**src/rtl/ram_word_sequencer_pkg.sv**
```systemverilog
// Shared encodings for the word sequencer.
//   size_e  : core access size field (byte / half / word / illegal)
//   state_e : sequencer FSM states, also exported on the debug port
//   last_index() : index of the final byte lane for a given size
package ram_word_sequencer_pkg;

  typedef enum logic [1:0] {
    SZ_B = 2'b00,
    SZ_H = 2'b01,
    SZ_W = 2'b10,
    SZ_X = 2'b11
  } size_e;

  typedef enum logic [1:0] {
    IDLE = 2'b00,
    XFER = 2'b01,
    RESP = 2'b10
  } state_e;

  function automatic logic [1:0] last_index(input logic [1:0] size);
    case (size)
      SZ_B:    return 2'd0;
      SZ_H:    return 2'd1;
      default: return 2'd3;
    endcase
  endfunction

endpackage

```
**src/rtl/ram_word_sequencer_if.sv**
```systemverilog
// Bus bundle for ram_word_sequencer: the core-side load/store port plus the
// byte-wide req/gnt port towards ram_controller.
//   slave  : view of the sequencer (accepts core requests, drives the RAM port)
//   master : view of the surroundings (core LSU and ram_controller)
// Handshakes:
//   core side : a request is taken in the cycle where req_i and gnt_o are both
//               high; gnt_o is only high while the sequencer is idle. Exactly one
//               rvalid_o pulse later reports completion (rdata_o / err_o valid
//               only in that cycle).
//   RAM side  : ram_req_o is held high with stable address/data until ram_gnt_i;
//               the byte is transferred in the gnt cycle and address/data move on
//               in the following cycle.
interface ram_word_sequencer_if #(
  parameter int ADDR_W = 32
);
  logic              req_i;
  logic              we_i;
  logic [1:0]        size_i;
  logic              unsigned_i;
  logic [ADDR_W-1:0] addr_i;
  logic [31:0]       wdata_i;
  logic              gnt_o;
  logic              rvalid_o;
  logic [31:0]       rdata_o;
  logic              err_o;
  logic              ram_ce_o;
  logic              ram_we_o;
  logic              ram_req_o;
  logic [ADDR_W-1:0] ram_addr_o;
  logic [7:0]        ram_wdata_o;
  logic [7:0]        ram_rdata_i;
  logic              ram_gnt_i;

  modport slave (
    input  req_i, we_i, size_i, unsigned_i, addr_i, wdata_i, ram_rdata_i, ram_gnt_i,
    output gnt_o, rvalid_o, rdata_o, err_o,
    output ram_ce_o, ram_we_o, ram_req_o, ram_addr_o, ram_wdata_o
  );

  modport master (
    output req_i, we_i, size_i, unsigned_i, addr_i, wdata_i, ram_rdata_i, ram_gnt_i,
    input  gnt_o, rvalid_o, rdata_o, err_o,
    input  ram_ce_o, ram_we_o, ram_req_o, ram_addr_o, ram_wdata_o
  );
endinterface

```
**src/rtl/ram_word_sequencer_load_extend.sv**
```systemverilog
// ram_load_extend: combinational load formatter.
//   data        : assembled little-endian bytes (byte i in data[8i+7:8i])
//   size        : access size (SZ_B / SZ_H / SZ_W)
//   is_unsigned : 1 = zero-extend, 0 = sign-extend byte/half results
//   result      : 32-bit value returned to the core
module ram_load_extend
  import ram_word_sequencer_pkg::*;
(
  input  logic [31:0] data,
  input  logic [1:0]  size,
  input  logic        is_unsigned,
  output logic [31:0] result
);

  always_comb begin
    result = data;
    case (size)
      SZ_B:    result = {{24{~is_unsigned & data[7]}}, data[7:0]};
      SZ_H:    result = {{16{~is_unsigned & data[15]}}, data[15:0]};
      default: result = data;
    endcase
  end

endmodule

```
**src/rtl/ram_word_sequencer.sv**
```systemverilog
// ram_word_sequencer: turns one core load/store (byte/half/word) into 1, 2 or 4
// sequential byte transactions on ram_controller's req/gnt port, little-endian,
// and returns a single-cycle completion pulse with the formatted load data.
//   clk_i     : clock, all state on posedge
//   rst_ni    : asynchronous active-low reset
//   bus       : core port + RAM port (see ram_word_sequencer_if)
//   dbg_state : current FSM state
// Parameters:
//   ADDR_W        : byte-address width on both sides
//   MISALIGN_TRAP : 1 = misaligned LH/LW completes with err_o and no RAM access,
//                   0 = performed byte by byte like any other access
module ram_word_sequencer
  import ram_word_sequencer_pkg::*;
#(
  parameter int ADDR_W        = 32,
  parameter bit MISALIGN_TRAP = 1'b1
) (
  input  logic                 clk_i,
  input  logic                 rst_ni,
  ram_word_sequencer_if.slave  bus,
  output state_e               dbg_state
);

  state_e            state;
  logic              we_q, unsigned_q;
  logic [1:0]        size_q, idx_q, last_q;
  logic [ADDR_W-1:0] addr_q;
  logic [31:0]       wdata_q, rbuf_q;

  logic              rvalid_q, err_q, ram_ce_q, ram_we_q, ram_req_q;
  logic [31:0]       rdata_q;
  logic [ADDR_W-1:0] ram_addr_q;
  logic [7:0]        ram_wdata_q;

  logic              accept, illegal, misaligned, reject;
  logic [1:0]        idx_next;
  logic [31:0]       rbuf_next, load_result;

  assign accept     = bus.req_i && (state == IDLE);
  assign illegal    = (bus.size_i == SZ_X);
  // Only loads are checked for alignment; stores always go out bytewise.
  assign misaligned = !bus.we_i &&
                      (((bus.size_i == SZ_H) && bus.addr_i[0]) ||
                       ((bus.size_i == SZ_W) && (bus.addr_i[1:0] != 2'b00)));
  assign reject     = illegal || (MISALIGN_TRAP && misaligned);
  assign idx_next   = idx_q + 2'd1;

  // Buffer as it will look once the granted byte is captured, so the final
  // byte can be formatted in the same edge that raises rvalid.
  always_comb begin
    rbuf_next = rbuf_q;
    rbuf_next[{idx_q, 3'b000} +: 8] = bus.ram_rdata_i;
  end

  ram_load_extend u_load_extend (
    .data        (rbuf_next),
    .size        (size_q),
    .is_unsigned (unsigned_q),
    .result      (load_result)
  );

  always_ff @(posedge clk_i or negedge rst_ni) begin
    if (!rst_ni) begin
      state       <= IDLE;
      we_q        <= 1'b0;
      unsigned_q  <= 1'b0;
      size_q      <= 2'b00;
      idx_q       <= 2'd0;
      last_q      <= 2'd0;
      addr_q      <= '0;
      wdata_q     <= '0;
      rbuf_q      <= '0;
      rvalid_q    <= 1'b0;
      err_q       <= 1'b0;
      ram_ce_q    <= 1'b0;
      ram_we_q    <= 1'b0;
      ram_req_q   <= 1'b0;
      rdata_q     <= '0;
      ram_addr_q  <= '0;
      ram_wdata_q <= '0;
    end else begin
      case (state)
        IDLE: begin
          if (accept) begin
            we_q       <= bus.we_i;
            size_q     <= bus.size_i;
            unsigned_q <= bus.unsigned_i;
            addr_q     <= bus.addr_i;
            wdata_q    <= bus.wdata_i;
            idx_q      <= 2'd0;
            last_q     <= last_index(bus.size_i);
            rbuf_q     <= '0;
            if (reject) begin
              state    <= RESP;
              rvalid_q <= 1'b1;
              err_q    <= 1'b1;
              rdata_q  <= '0;
            end else begin
              state       <= XFER;
              ram_ce_q    <= 1'b1;
              ram_req_q   <= 1'b1;
              ram_we_q    <= bus.we_i;
              ram_addr_q  <= bus.addr_i;
              ram_wdata_q <= bus.wdata_i[7:0];
            end
          end
        end
        XFER: begin
          if (bus.ram_gnt_i) begin
            rbuf_q <= rbuf_next;
            idx_q  <= idx_next;
            if (idx_q == last_q) begin
              state     <= RESP;
              ram_ce_q  <= 1'b0;
              ram_req_q <= 1'b0;
              ram_we_q  <= 1'b0;
              rvalid_q  <= 1'b1;
              rdata_q   <= we_q ? 32'd0 : load_result;
            end else begin
              // Address add wraps naturally at ADDR_W bits.
              ram_addr_q  <= addr_q + ADDR_W'(idx_next);
              ram_wdata_q <= wdata_q[{idx_next, 3'b000} +: 8];
            end
          end
        end
        RESP: begin
          state    <= IDLE;
          rvalid_q <= 1'b0;
          err_q    <= 1'b0;
          rdata_q  <= '0;
        end
        default: state <= IDLE;
      endcase
    end
  end

  assign bus.gnt_o       = accept;
  assign bus.rvalid_o    = rvalid_q;
  assign bus.err_o       = err_q;
  assign bus.rdata_o     = rdata_q;
  assign bus.ram_ce_o    = ram_ce_q;
  assign bus.ram_we_o    = ram_we_q;
  assign bus.ram_req_o   = ram_req_q;
  assign bus.ram_addr_o  = ram_addr_q;
  assign bus.ram_wdata_o = ram_wdata_q;
  assign dbg_state       = state;

endmodule
```
**src/flat_wrapper.sv**
```systemverilog
// flat-port wrapper written by rule: the top's interface ports become plain ports
module ram_word_sequencer_flat import ram_word_sequencer_pkg::*;
#(
  parameter int ADDR_W        = 32,
  parameter bit MISALIGN_TRAP = 1'b1
)
  (clk_i, rst_ni, dbg_state, bus_req_i, bus_we_i, bus_size_i, bus_unsigned_i, bus_addr_i, bus_wdata_i, bus_ram_rdata_i, bus_ram_gnt_i, bus_gnt_o, bus_rvalid_o, bus_rdata_o, bus_err_o, bus_ram_ce_o, bus_ram_we_o, bus_ram_req_o, bus_ram_addr_o, bus_ram_wdata_o);
  ram_word_sequencer_if #(.ADDR_W(ADDR_W)) bus_i ();
  input  logic clk_i;
  input  logic rst_ni;
  output state_e dbg_state;
  input wire logic [$bits(bus_i.req_i)-1:0] bus_req_i;
  input wire logic [$bits(bus_i.we_i)-1:0] bus_we_i;
  input wire logic [$bits(bus_i.size_i)-1:0] bus_size_i;
  input wire logic [$bits(bus_i.unsigned_i)-1:0] bus_unsigned_i;
  input wire logic [$bits(bus_i.addr_i)-1:0] bus_addr_i;
  input wire logic [$bits(bus_i.wdata_i)-1:0] bus_wdata_i;
  input wire logic [$bits(bus_i.ram_rdata_i)-1:0] bus_ram_rdata_i;
  input wire logic [$bits(bus_i.ram_gnt_i)-1:0] bus_ram_gnt_i;
  output wire logic [$bits(bus_i.gnt_o)-1:0] bus_gnt_o;
  output wire logic [$bits(bus_i.rvalid_o)-1:0] bus_rvalid_o;
  output wire logic [$bits(bus_i.rdata_o)-1:0] bus_rdata_o;
  output wire logic [$bits(bus_i.err_o)-1:0] bus_err_o;
  output wire logic [$bits(bus_i.ram_ce_o)-1:0] bus_ram_ce_o;
  output wire logic [$bits(bus_i.ram_we_o)-1:0] bus_ram_we_o;
  output wire logic [$bits(bus_i.ram_req_o)-1:0] bus_ram_req_o;
  output wire logic [$bits(bus_i.ram_addr_o)-1:0] bus_ram_addr_o;
  output wire logic [$bits(bus_i.ram_wdata_o)-1:0] bus_ram_wdata_o;
  assign bus_i.req_i = bus_req_i;
  assign bus_i.we_i = bus_we_i;
  assign bus_i.size_i = bus_size_i;
  assign bus_i.unsigned_i = bus_unsigned_i;
  assign bus_i.addr_i = bus_addr_i;
  assign bus_i.wdata_i = bus_wdata_i;
  assign bus_i.ram_rdata_i = bus_ram_rdata_i;
  assign bus_i.ram_gnt_i = bus_ram_gnt_i;
  assign bus_gnt_o = bus_i.gnt_o;
  assign bus_rvalid_o = bus_i.rvalid_o;
  assign bus_rdata_o = bus_i.rdata_o;
  assign bus_err_o = bus_i.err_o;
  assign bus_ram_ce_o = bus_i.ram_ce_o;
  assign bus_ram_we_o = bus_i.ram_we_o;
  assign bus_ram_req_o = bus_i.ram_req_o;
  assign bus_ram_addr_o = bus_i.ram_addr_o;
  assign bus_ram_wdata_o = bus_i.ram_wdata_o;
  ram_word_sequencer #(.ADDR_W(ADDR_W), .MISALIGN_TRAP(MISALIGN_TRAP)) u_core (.clk_i(clk_i), .rst_ni(rst_ni), .bus(bus_i), .dbg_state(dbg_state));
endmodule
```
**config.mk**
```make
export PLATFORM = sky130hd
export DESIGN_NAME = ram_word_sequencer_flat
export DESIGN_NICKNAME = d
export VERILOG_FILES = /design/src/rtl/ram_word_sequencer_pkg.sv /design/src/rtl/ram_word_sequencer_if.sv /design/src/rtl/ram_word_sequencer_load_extend.sv /design/src/rtl/ram_word_sequencer.sv /design/src/flat_wrapper.sv
export SDC_FILE = /design/constraint.sdc
export NUM_CORES = 1
export LEC_CHECK = 0
export BUFFER_PORTS_ARGS = -buffer_cell sky130_fd_sc_hd__buf_2
export CAP_MARGIN = 20
export CORE_MARGIN = 2
export CORE_UTILIZATION = 51
export DETAILED_ROUTE_END_ITERATION = 8
export PLACE_DENSITY = 0.74
export SYNTH_ARGS = -nofsm -noshare
export SYNTH_HDL_FRONTEND = slang
export SYNTH_SLANG_ARGS = --single-unit
```
**constraint.sdc**
```tcl
create_clock -name clk_i -period 3.2 [get_ports clk_i]
set_clock_uncertainty 0.1 [all_clocks]
set_input_delay 0.32 -clock clk_i [delete_from_list [all_inputs] [get_ports clk_i]]
set_output_delay 0.32 -clock clk_i [all_outputs]
set_load 0.02 [all_outputs]
```
==> results of run 1 <==
## critical path: stages (launching register included)
cell	delay (ns)
dfrtp_1	0.42
inv_1	0.10
ha_2	0.40
inv_2	0.24
or3_1	0.48
nor4b_4	0.34
o21a_1	0.55
a22o_1	0.23
## kinds of logic after synthesis
kind of cell             count (synthesis)
adder cells (fa/ha/maj)                 11
AO/OA/AOI/OAI                          201
AND/OR/NAND/NOR                        248
flip-flops                             182
buffers and inverters                   65
multiplexers                            89
XOR/XNOR                                20
## cell usage in the layout, fill, tap and decap left out, types with 4 or more instances in the layout
cell type and instances:
o31ai_1 12, nor3_1 9, xnor2_1 15, mux2i_1 18, a21oi_1 29, a211oi_1 6
nor2b_1 27, a21o_1 6, clkbuf_16 17, ha_1 9, nand4_1 11, or4_1 4
mux4_2 8, nor2_1 23, nand2_1 126, nor4_1 6, o21ai_1 4, nand3_1 15
o221ai_1 5, dfrtp_1 182, inv_1 13, a31oi_1 5, buf_2 158, o21ai_0 76
a22o_1 34, bufinv_16 4, mux2_2 63, or3_1 5, xor2_1 5, buf_4 21
## cell usage after synthesis (all sizes together), types with 5 or more instances
master and n:
dfrtp 182, nand2 127, o21ai 80, mux2 63, clkbuf 36, a22o 34, a21oi 29, nor2b 27
nor2 23, mux2i 18, nand3 15, xnor2 15, inv 14, buf 13, nand4 12, o31ai 12
ha 10, nor3 9, mux4 8, a21o 7, nor4 7, a211oi 6, a31oi 5, o221ai 5
or3 5, or4 5, xor2 5
## stage by stage
| step | hold slack (ns) | instance area (µm²) | cells | worst slack (ns) | util [%] |
|---|---|---|---|---|---|
| after floorplan | -0.07559 | 8728 | 816 | 0.1984 | - |
| after global placement | 0.2066 | 9821 | 1169 | 0.3650 | 59.01 |
| after detailed placement | 0.2123 | 9821 | 1169 | 0.2618 | 59.01 |
| after CTS | 0.003134 | 10470 | 1202 | 0.2179 | 62.94 |
| after global routing | 0.004056 | 10480 | 1203 | 0.03854 | 62.95 |
| final | 0.01413 | 10480 | 1203 | 0.2588 | 62.95 |
## layout make-up
cell class	count	area, µm²
multi-input combinational	569	3930
antenna	1	2.502
sequential	182	4554
clock buffer	22	474.2
timing repair buffer	183	1010
clock inverter	10	168.9
tap	220	275.3
inverter	16	61.31
fill	1351	6166
## routing by layer
| metal | GRT usage [%] | vias up | share of wire [%] |
|---|---|---|---|
| met3 | 4.617 | 28 | 5.9 |
| met5 | 0 | - | 0 |
| met1 | 34.94 | 3442 | 44 |
| met4 | 7.719 | 0 | 1.8 |
| li1 | - | 3246 | - |
| met2 | 38.04 | 227 | 48 |
## sequential cells by signal, summed over array words and instances, names as in the netlist, 2 cells and up
signal / count
u_core.addr_q: 32
u_core.bus.ram_addr_o: 32
u_core.bus.ram_wdata_o: 8
u_core.bus.rdata_o: 32
u_core.dbg_state: 2
u_core.idx_q: 2
u_core.last_q: 2
u_core.rbuf_q: 32
u_core.size_q: 2
u_core.wdata_q: 32
## power breakdown
group | total, W | internal [W] | switching [W]
combinational | 0.00453 | 0.00188 | 0.00264
sequential | 0.00391 | 0.00317 | 0.000739
clock | 0.00227 | 0.00138 | 0.000891
total | 0.0107 | 0.00643 | 0.00427
## how the worst max path moves through the flow
| stage | start | end | slack, ns | depth (start not counted) |
|---|---|---|---|---|
| 2_1_floorplan | u_core.idx_q[0]$_DFFE_PN0P_ | u_core.bus.ram_addr_o[27]$_DFFE_PN0P_ | 0.20 | 10 |
| 3_3_place_gp | u_core.dbg_state[1]$_DFFE_PN0P_ | u_core.bus.rdata_o[26]$_DFFE_PN0P_ | 0.36 | 7 |
| 3_5_place_dp | u_core.dbg_state[1]$_DFFE_PN0P_ | u_core.bus.rdata_o[29]$_DFFE_PN0P_ | 0.26 | 7 |
| 4_1_cts | u_core.dbg_state[1]$_DFFE_PN0P_ | u_core.bus.rdata_o[30]$_DFFE_PN0P_ | 0.22 | 7 |
| 5_1_grt | u_core.dbg_state[1]$_DFFE_PN0P_ | u_core.bus.rdata_o[30]$_DFFE_PN0P_ | 0.04 | 7 |
| 6_report | u_core.dbg_state[1]$_DFFE_PN0P_ | u_core.bus.rdata_o[30]$_DFFE_PN0P_ | 0.26 | 7 |
==> metrics.csv, run 1 <==
metric,value,unit
status,"complete, no violations",
cts_tree,yes,
worst-r2r-cell-count,7,
dieArea,0.01818,mm²
r2r_end,u_core.bus.rdata_o[30]$_DFFE_PN0P_,
synthTopCellsByArea,"dfrtp_1 52%, mux2_2 8.1%, nand2_1 5.4%",
start_kind,register,
cts_root_buf,clkbuf_16,
initialDrtViolationCount,627,
cts_max_level,4,
finalCritPeriodShare,91.91,%
synth_top_area_share,52.18,%
start_util,52.45,%
drc,0,
reg2reg_slack,0.26,ns
vdd_drop_max,0.5924,mV
holdCritStartpoint,bus_wdata_i[26],
synth.avg_cell_area,10.70,µm²
port_buffers,159,
cts_sinks,182,
drv_cap,0,
post_cts_buffers,0,
antenna_left,0,
powerDensity,1022,mW/mm²
timing.rr.start,u_core.dbg_state[1]$_DFFE_PN0P_,
ys_ff_latch,182,
min_to,u_core.wdata_q[26]$_DFFE_PN0P_,
netlist_area,0.008728,mm²
synthSimpleGateAreaFrac,14.02,%
hp-class,input port to register,
critical_path_class,register to register,
cts_buffers,17,
synth_top_area_cell,dfrtp_1,
worst_skew_pair.late_latency,0.43,ns
synth_compound_area_share,14.97,%
synth_cells,816,
firstDrtPassIters,5,
min_period,2.941,ns
fp.dieW,134.8,µm
worst_setup_path_end_kind,register,
synth_edf_count,0,
cp.required,3.46,ns
yosys_warnings,0,
gp_congestion,0.8505,
synth-xor-area-share,2.007,%
grt_overflow,0,
wirelength,21510,µm
grt_antenna_before_repair,1,
rsz0062_at_grt,no,
grt.total_usage,24.42,%
cts_buffer_depth,2,
synth.distinct_cells,66,
setup_violations,0,
grt_pass1_vias,6620,
synthAdderAreaFrac,1.663,%
min_path_cells,2,
synthesis.nets,907,
leakagePower,4.808,nW
synthToLayoutAreaGrowth,20.03,%
synth_top_family_by_area,compound AO/OA/AOI/OAI gates,
cts_hold_buf,1,
drv_slew,0,
finalHoldViolCount,0,
synthMuxAreaShare,12.26,%
synth-async-reset-ratio,100.0,%
cp_max_fo,18,
fin_nets,1060,
grt_start_max_net_pins,67,
grt_pass1_wl,34610,µm
post_cts_resized,0,
placeableCoreArea,0.01664,mm²
arrival,3.20,ns
yosysSeqAreaShare,52.18,%
die_h,134.8,µm
drive_above_1_share,30.86,%
detail_route.wl_per_cell,17.88,µm
clk_pin_slew,0.07,ns
drt-vias-per-instance,5.771,
vias,6943,
setup-tns-final,0,ns
worst_pin_slew,0.6837,ns
row_count,47,
ys.flop_type,dfrtp_1,
max_freq,340.0,MHz
hpwl,15230,µm
max-slew-margin-rel,54.42,%
power.total,0.01071,W
pin_count,160,
No activity file was read; power rests on OpenSTA's default activity.
==> run 2: changes to the inputs <==
--- a/config.mk
+++ b/config.mk
@@ -8,9 +8,9 @@
 export BUFFER_PORTS_ARGS = -buffer_cell sky130_fd_sc_hd__buf_2
 export CAP_MARGIN = 20
 export CORE_MARGIN = 2
-export CORE_UTILIZATION = 51
+export CORE_UTILIZATION = 40
 export DETAILED_ROUTE_END_ITERATION = 8
-export PLACE_DENSITY = 0.74
+export PLACE_DENSITY = 0.6
 export SYNTH_ARGS = -nofsm -noshare
 export SYNTH_HDL_FRONTEND = slang
 export SYNTH_SLANG_ARGS = --single-unit
==> run 2 against run 1 <==
  * First-iteration DRC count decreased by 57%
  * Final area increased by 0.73%
  * Routed wire length increased by 4.4%
  * Worst setup slack improved by 0.11 ns
  * Die area increased by 27%
  * Clock-buffer cell count decreased by 3
  * Via count decreased by 2.3%
  * Critical endpoint is now u_core.bus.ram_addr_o[27]$_DFFE_PN0P_
  * Largest power group unchanged
==> metrics.csv, run 2 (synthesized netlist as in run 1, its figures left out) <==
metric,value,unit
die_h,151.7,µm
grt_antenna_before_repair,3,
final_common_cell,dfrtp_1,
post_cts_buffers,0,
cts_hold_buf,3,
dieArea,0.02302,mm²
worst_skew_pair.late_latency,0.43,ns
grt_pass1_vias,6782,
clk_pin_slew,0.08,ns
post_cts_resized,0,
start_kind,register,
vdd_drop_max,0.4524,mV
powerDensity,1004,mW/mm²
power.total,0.01060,W
cts_buffers,17,
pin_count,160,
grt.total_usage,20.23,%
fin_nets,1064,
detail_route.wl_per_cell,17.70,µm
grt_pass1_wl,36230,µm
grt_start_max_net_pins,76,
worst_pin_slew,0.6519,ns
worst_setup_path_end_kind,register,
cts_buffer_depth,2,
critical_path_class,register to register,
setup_violations,0,
drive_above_1_share,30.93,%
start_util,40.37,%
finalHoldViolCount,0,
wirelength,22460,µm
synthToLayoutAreaGrowth,20.90,%
cts_root_buf,clkbuf_16,
leakagePower,4.812,nW
status,"complete, no violations",
max_freq,353.6,MHz
placeableCoreArea,0.02162,mm²
fp.dieW,151.7,µm
place_area,0.009913,mm²
cts_tree,yes,
timing.rr.start,u_core.idx_q[1]$_DFFE_PN0P_,
arrival,3.04,ns
hp-class,input port to register,
cts_max_level,4,
crit_path_start,u_core.idx_q[1]$_DFFE_PN0P_,
hpwl,15850,µm
drc,0,
holdCritStartpoint,bus_wdata_i[24],
drt-vias-per-instance,5.343,
cts_sinks,182,
final_cell_mix,"182 x dfrtp_1, 158 x buf_2, 126 x nand2_1",
setup-tns-final,0,ns
antenna_left,0,
gp_congestion,0.8142,
port_buffers,159,
initialDrtViolationCount,270,
drv_cap,0,
row_count,54,
grt_overflow,0,
drv_slew,0,
final_area,0.01055,mm²
cp_max_fo,5,
n_fill_cell,2031,
cp.required,3.41,ns
firstDrtPassIters,4,
max-slew-margin-rel,56.54,%
min_period,2.828,ns
vias,6780,
rsz0062_at_grt,no,
finalCritPeriodShare,88.38,%
whs,0.01515,ns
[run 2: cell types whose count changed in the layout (fill, tap and decap cells not counted), sizes merged]
| cell | delta |
|---|---|
| inv | +4 |
| clkbuf | -2 |
| diode | +2 |
| dlygate4sd3 | +2 |
| buf | +1 |
| bufinv | -1 |
[run 2: layout make-up]
cell class / instances / area (µm²) / share of cell area (%)
diodes: 3 / 7.507 / 0.07114
repair buffers: 187 / 1047 / 9.924
well taps: 280 / 350.3 / 3.320
inverters: 16 / 61.31 / 0.5810
clock inverters: 13 / 168.9 / 1.601
flip-flops and latches: 182 / 4554 / 43.16
clock buffers: 19 / 432.9 / 4.102
multi-input cells: 569 / 3930 / 37.24
[run 2: worst paths after layout]
kind                                                         end  slack (ns)  depth (start not counted)
setup reg to reg           u_core.bus.ram_addr_o[27]$_DFFE_PN0P_        0.37                          8
hold / removal                    u_core.wdata_q[24]$_DFFE_PN0P_        0.02                          2
setup / recovery           u_core.bus.ram_addr_o[27]$_DFFE_PN0P_        0.37                          8
hold reg to reg                u_core.bus.rdata_o[6]$_DFFE_PN0P_        0.37                          2
max in group asynchronous            u_core.idx_q[1]$_DFFE_PN0P_        1.74                          3
min in group asynchronous  u_core.bus.ram_addr_o[12]$_DFFE_PN0P_        0.37                          2
[run 2: layer usage]
| layer | track usage (%) | wire (µm) | up-vias |
|---|---|---|---|
| li1 | - | - | 3251 |
| met1 | 27.62 | 9996 | 3316 |
| met2 | 32.21 | 10820 | 191 |
| met3 | 4.910 | 1309 | 20 |
| met4 | 5.741 | 323 | 2 |
| met5 | 0 | 11 | - |
[run 2: where the power goes]
group | internal [W] | switching (W) | leakage, nW
combinational | 0.00187 | 0.00267 | 2.22
clock | 0.00124 | 0.000927 | 0.287
sequential | 0.00317 | 0.000711 | 2.31
total | 0.00629 | 0.00431 | 4.81
[run 2: metrics by stage]
| step | util (%) | cells | worst slack (ns) |
|---|---|---|---|
| 4_1_cts | 48.77 | 1266 | 0.3946 |
| 6_report | 48.81 | 1269 | 0.3719 |
| 3_5_place_dp | 45.85 | 1231 | 0.3981 |
| 2_1_floorplan | - | 816 | 0.1984 |
| 5_1_grt | 48.78 | 1267 | 0.2465 |
| 3_3_place_gp | 45.85 | 1231 | 0.4383 |
[run 2: worst max-delay path, cell delays in order (launching register included)]
cell     delay, ns
dfrtp_1       0.43
inv_1         0.11
ha_1          0.32
ha_1          0.30
a21o_2        0.17
nand2_1       0.11
or4_1         0.62
and3_4        0.23
o32a_1        0.33
==> run 3: changes to the inputs <==
--- a/config.mk
+++ b/config.mk
@@ -5,12 +5,15 @@
 export SDC_FILE = /design/constraint.sdc
 export NUM_CORES = 1
 export LEC_CHECK = 0
-export BUFFER_PORTS_ARGS = -buffer_cell sky130_fd_sc_hd__buf_2
+export ABC_AREA = 1
 export CAP_MARGIN = 20
+export CELL_PAD_IN_SITES_DETAIL_PLACEMENT = 0
+export CELL_PAD_IN_SITES_GLOBAL_PLACEMENT = 2
 export CORE_MARGIN = 2
-export CORE_UTILIZATION = 40
+export CORE_UTILIZATION = 33
 export DETAILED_ROUTE_END_ITERATION = 8
-export PLACE_DENSITY = 0.6
+export DONT_BUFFER_PORTS = 1
+export PLACE_DENSITY = 0.73
 export SYNTH_ARGS = -nofsm -noshare
 export SYNTH_HDL_FRONTEND = slang
 export SYNTH_SLANG_ARGS = --single-unit
==> run 3 against run 2 <==
  * The run now ends with negative hold slack left
  * Hold slack worse by 0.54 ns
  * Routed wire length rose by 29%
  * Synthesized area up 9.1%
  * Flip-flop and latch count unchanged
  * Cell count grew 35%
  * Sequential share of layout area is 1.9 points lower
  * Final area up 4.7%
  * Largest power group unchanged
  * Global-route usage decreased by 0.42 points
  * Total power up 6.3%
==> metrics.csv, run 3 <==
metric,value,unit
status,"finished, violations left",
violations,negative hold slack,
synthTopCellsByCount,"481 x nand2_1, 182 x dfrtp_1, 126 x nor2_1",
cp.required,3.43,ns
timing.rr.start,u_core.dbg_state[1]$_DFFE_PN0P_,
synth_top_area_share,47.83,%
grt_start_max_net_pins,183,
placeableCoreArea,0.02855,mm²
final_area,0.01105,mm²
powerDensity,1019,mW/mm²
drv_slew,0,
synth-async-reset-ratio,100.0,%
hp-class,input port to asynchronous set/reset pin,
use_met3,4.408,%
slowest_delay,0.49,ns
worst_skew_pair.late_latency,0.43,ns
r2r_end,u_core.bus.ram_addr_o[31]$_DFFE_PN0P_,
rsz0062_at_grt,no,
final_core_util,38.71,%
vdd_drop_max,0.4997,mV
synth_top_area_cell,dfrtp_1,
setup_violations,0,
crit_slowest_cell,dfrtp_1,
finalHoldViolCount,182,
drive_above_1_share,7.698,%
die_h,173.9,µm
cts_buffer_depth,2,
synth.avg_cell_area,7.522,µm²
synth.distinct_cells,39,
start_util,33.36,%
worst_setup_path_end_kind,register,
final_common_cell,nand2_1,
initialDrtViolationCount,573,
start_kind,register,
row_count,62,
whs,-0.5216,ns
max_freq,390.4,MHz
wirelength,29030,µm
yosys_warnings,0,
grt_antenna_before_repair,0,
synth_edf_count,0,
path_cells,inv_1 > ha_2 > buf_4 > nand3_1 > nand3_4 > buf_4 > nor2_1 > nand2_1 > nand2_1,
drc,0,
cp_max_fo,27,
met2_usage,30.88,%
post_cts_resized,0,
netlist_area,0.009523,mm²
fp.dieW,173.9,µm
min_period,2.561,ns
vias,8152,
busiest_layer,met2,
place_area,0.009786,mm²
antenna_left,0,
cts_root_buf,clkbuf_16,
fin_nets,1403,
critical_path_class,register to register,
grt_use_met1,28.07,%
synth.most_common_cell,nand2_1,
synthTopCellsByArea,"dfrtp_1 48%, nand2_1 19%, o21ai_0 5.5%",
hpwl,19930,µm
leakagePower,5.189,nW
worst-r2r-cell-count,9,
grt.total_usage,19.81,%
cts_hold_buf,71,
grt_pass1_vias,8135,
port_buffers,0,
clk_pin_slew,0.08,ns
firstDrtPassIters,5,
ys.flop_type,dfrtp_1,
grt_pass1_wl,47200,µm
synthToLayoutAreaGrowth,16.06,%
gp_congestion,0.8825,
cts_buffers,17,
post_cts_buffers,0,
synthesis.nets,1357,
ys_ff_latch,182,
worst_pin_slew,0.7475,ns
dieArea,0.03023,mm²
final_cell_mix,"480 x nand2_1, 182 x dfrtp_1, 126 x nor2_1",
finalCritPeriodShare,80.04,%
cts_max_level,4,
reg2reg_slack,0.64,ns
cts_tree,yes,
yosysSeqAreaShare,47.83,%
setup-tns-final,0,ns
insertedDiodeCount,0,
arrival,2.79,ns
synth_cells,1266,
drt-vias-per-instance,4.770,
drv_cap,0,
cts_sinks,182,
grt_overflow,0,
max-slew-margin-rel,50.11,%
detail_route.wl_per_cell,16.99,µm
pin_count,160,
-- run 3: kinds of logic (layout without fill, tap and decap cells) --
group	after synthesis	after routing	share of synthesized area, %
xor gates and xnor gates	4	4	0.3680
AOI/OAI and AO/OA	201	201	12.13
buffers and inverters	162	221	7.647
and+or+nand+nor	706	706	30.51
DFF	182	182	47.83
adders and majority gates	11	11	1.524
-- run 3: worst max path at each step --
stage	from	endpoint	slack (ns)
floorplan	u_core.idx_q[0]$_DFFE_PN0P_	u_core.bus.ram_addr_o[24]$_DFFE_PN0P_	0.99
global placement	u_core.dbg_state[1]$_DFFE_PN0P_	u_core.bus.ram_addr_o[31]$_DFFE_PN0P_	0.63
detailed placement	u_core.idx_q[0]$_DFFE_PN0P_	u_core.bus.ram_addr_o[24]$_DFFE_PN0P_	0.64
CTS	u_core.idx_q[0]$_DFFE_PN0P_	u_core.bus.ram_addr_o[24]$_DFFE_PN0P_	0.62
global route	u_core.dbg_state[0]$_DFFE_PN0P_	u_core.rbuf_q[12]$_DFFE_PN0P_	0.41
finish	u_core.dbg_state[1]$_DFFE_PN0P_	u_core.bus.ram_addr_o[31]$_DFFE_PN0P_	0.64
-- run 3: layout make-up --
class	count	area, µm²
clock buffers	19	442.9
clock inverters	13	112.6
fillers	3069	17500
inverters	105	395.4
multi-input cells	922	4245
flip-flops and latches	182	4554
well taps	384	480.5
repair buffers	84	820.8
-- run 3: per-layer routing --
| metal | vias to the layer above | part of all wire, % |
|---|---|---|
| met5 | - | 0 |
| met4 | 0 | 1.4 |
| met3 | 22 | 4.8 |
| met2 | 182 | 45 |
| met1 | 3856 | 49 |
| li1 | 4092 | - |
-- run 3: where the power goes --
part           total, W  leakage, nW  switching [W]  internal (W)
sequential      0.00451         2.34        0.00126       0.00324
clock           0.00207        0.263        0.00103       0.00104
combinational   0.00469         2.58        0.00324       0.00144
total            0.0113         5.19        0.00553       0.00573
-- run 3: per-stage QoR --
stage                     total power, W  cells  hold slack [ns]  setup slack [ns]
after CTS                        0.01144   1709          -0.5485            0.6176
final                            0.01126   1709          -0.5216            0.6388
after global routing             0.01232   1709          -0.5553            0.4056
after global placement          0.009215   1606         -0.06689            0.6321
after detailed placement        0.009223   1606         -0.06907            0.6406
after floorplan                 0.008018   1266         -0.07559            0.9930
-- run 3: worst max-delay path, delay by kind of cell, from the launching register on --
family	cells	cell delay, ns
buffers and inverters	3	0.86
and+or+nand+nor	5	0.72
DFF	1	0.49
adders and majority gates	1	0.26
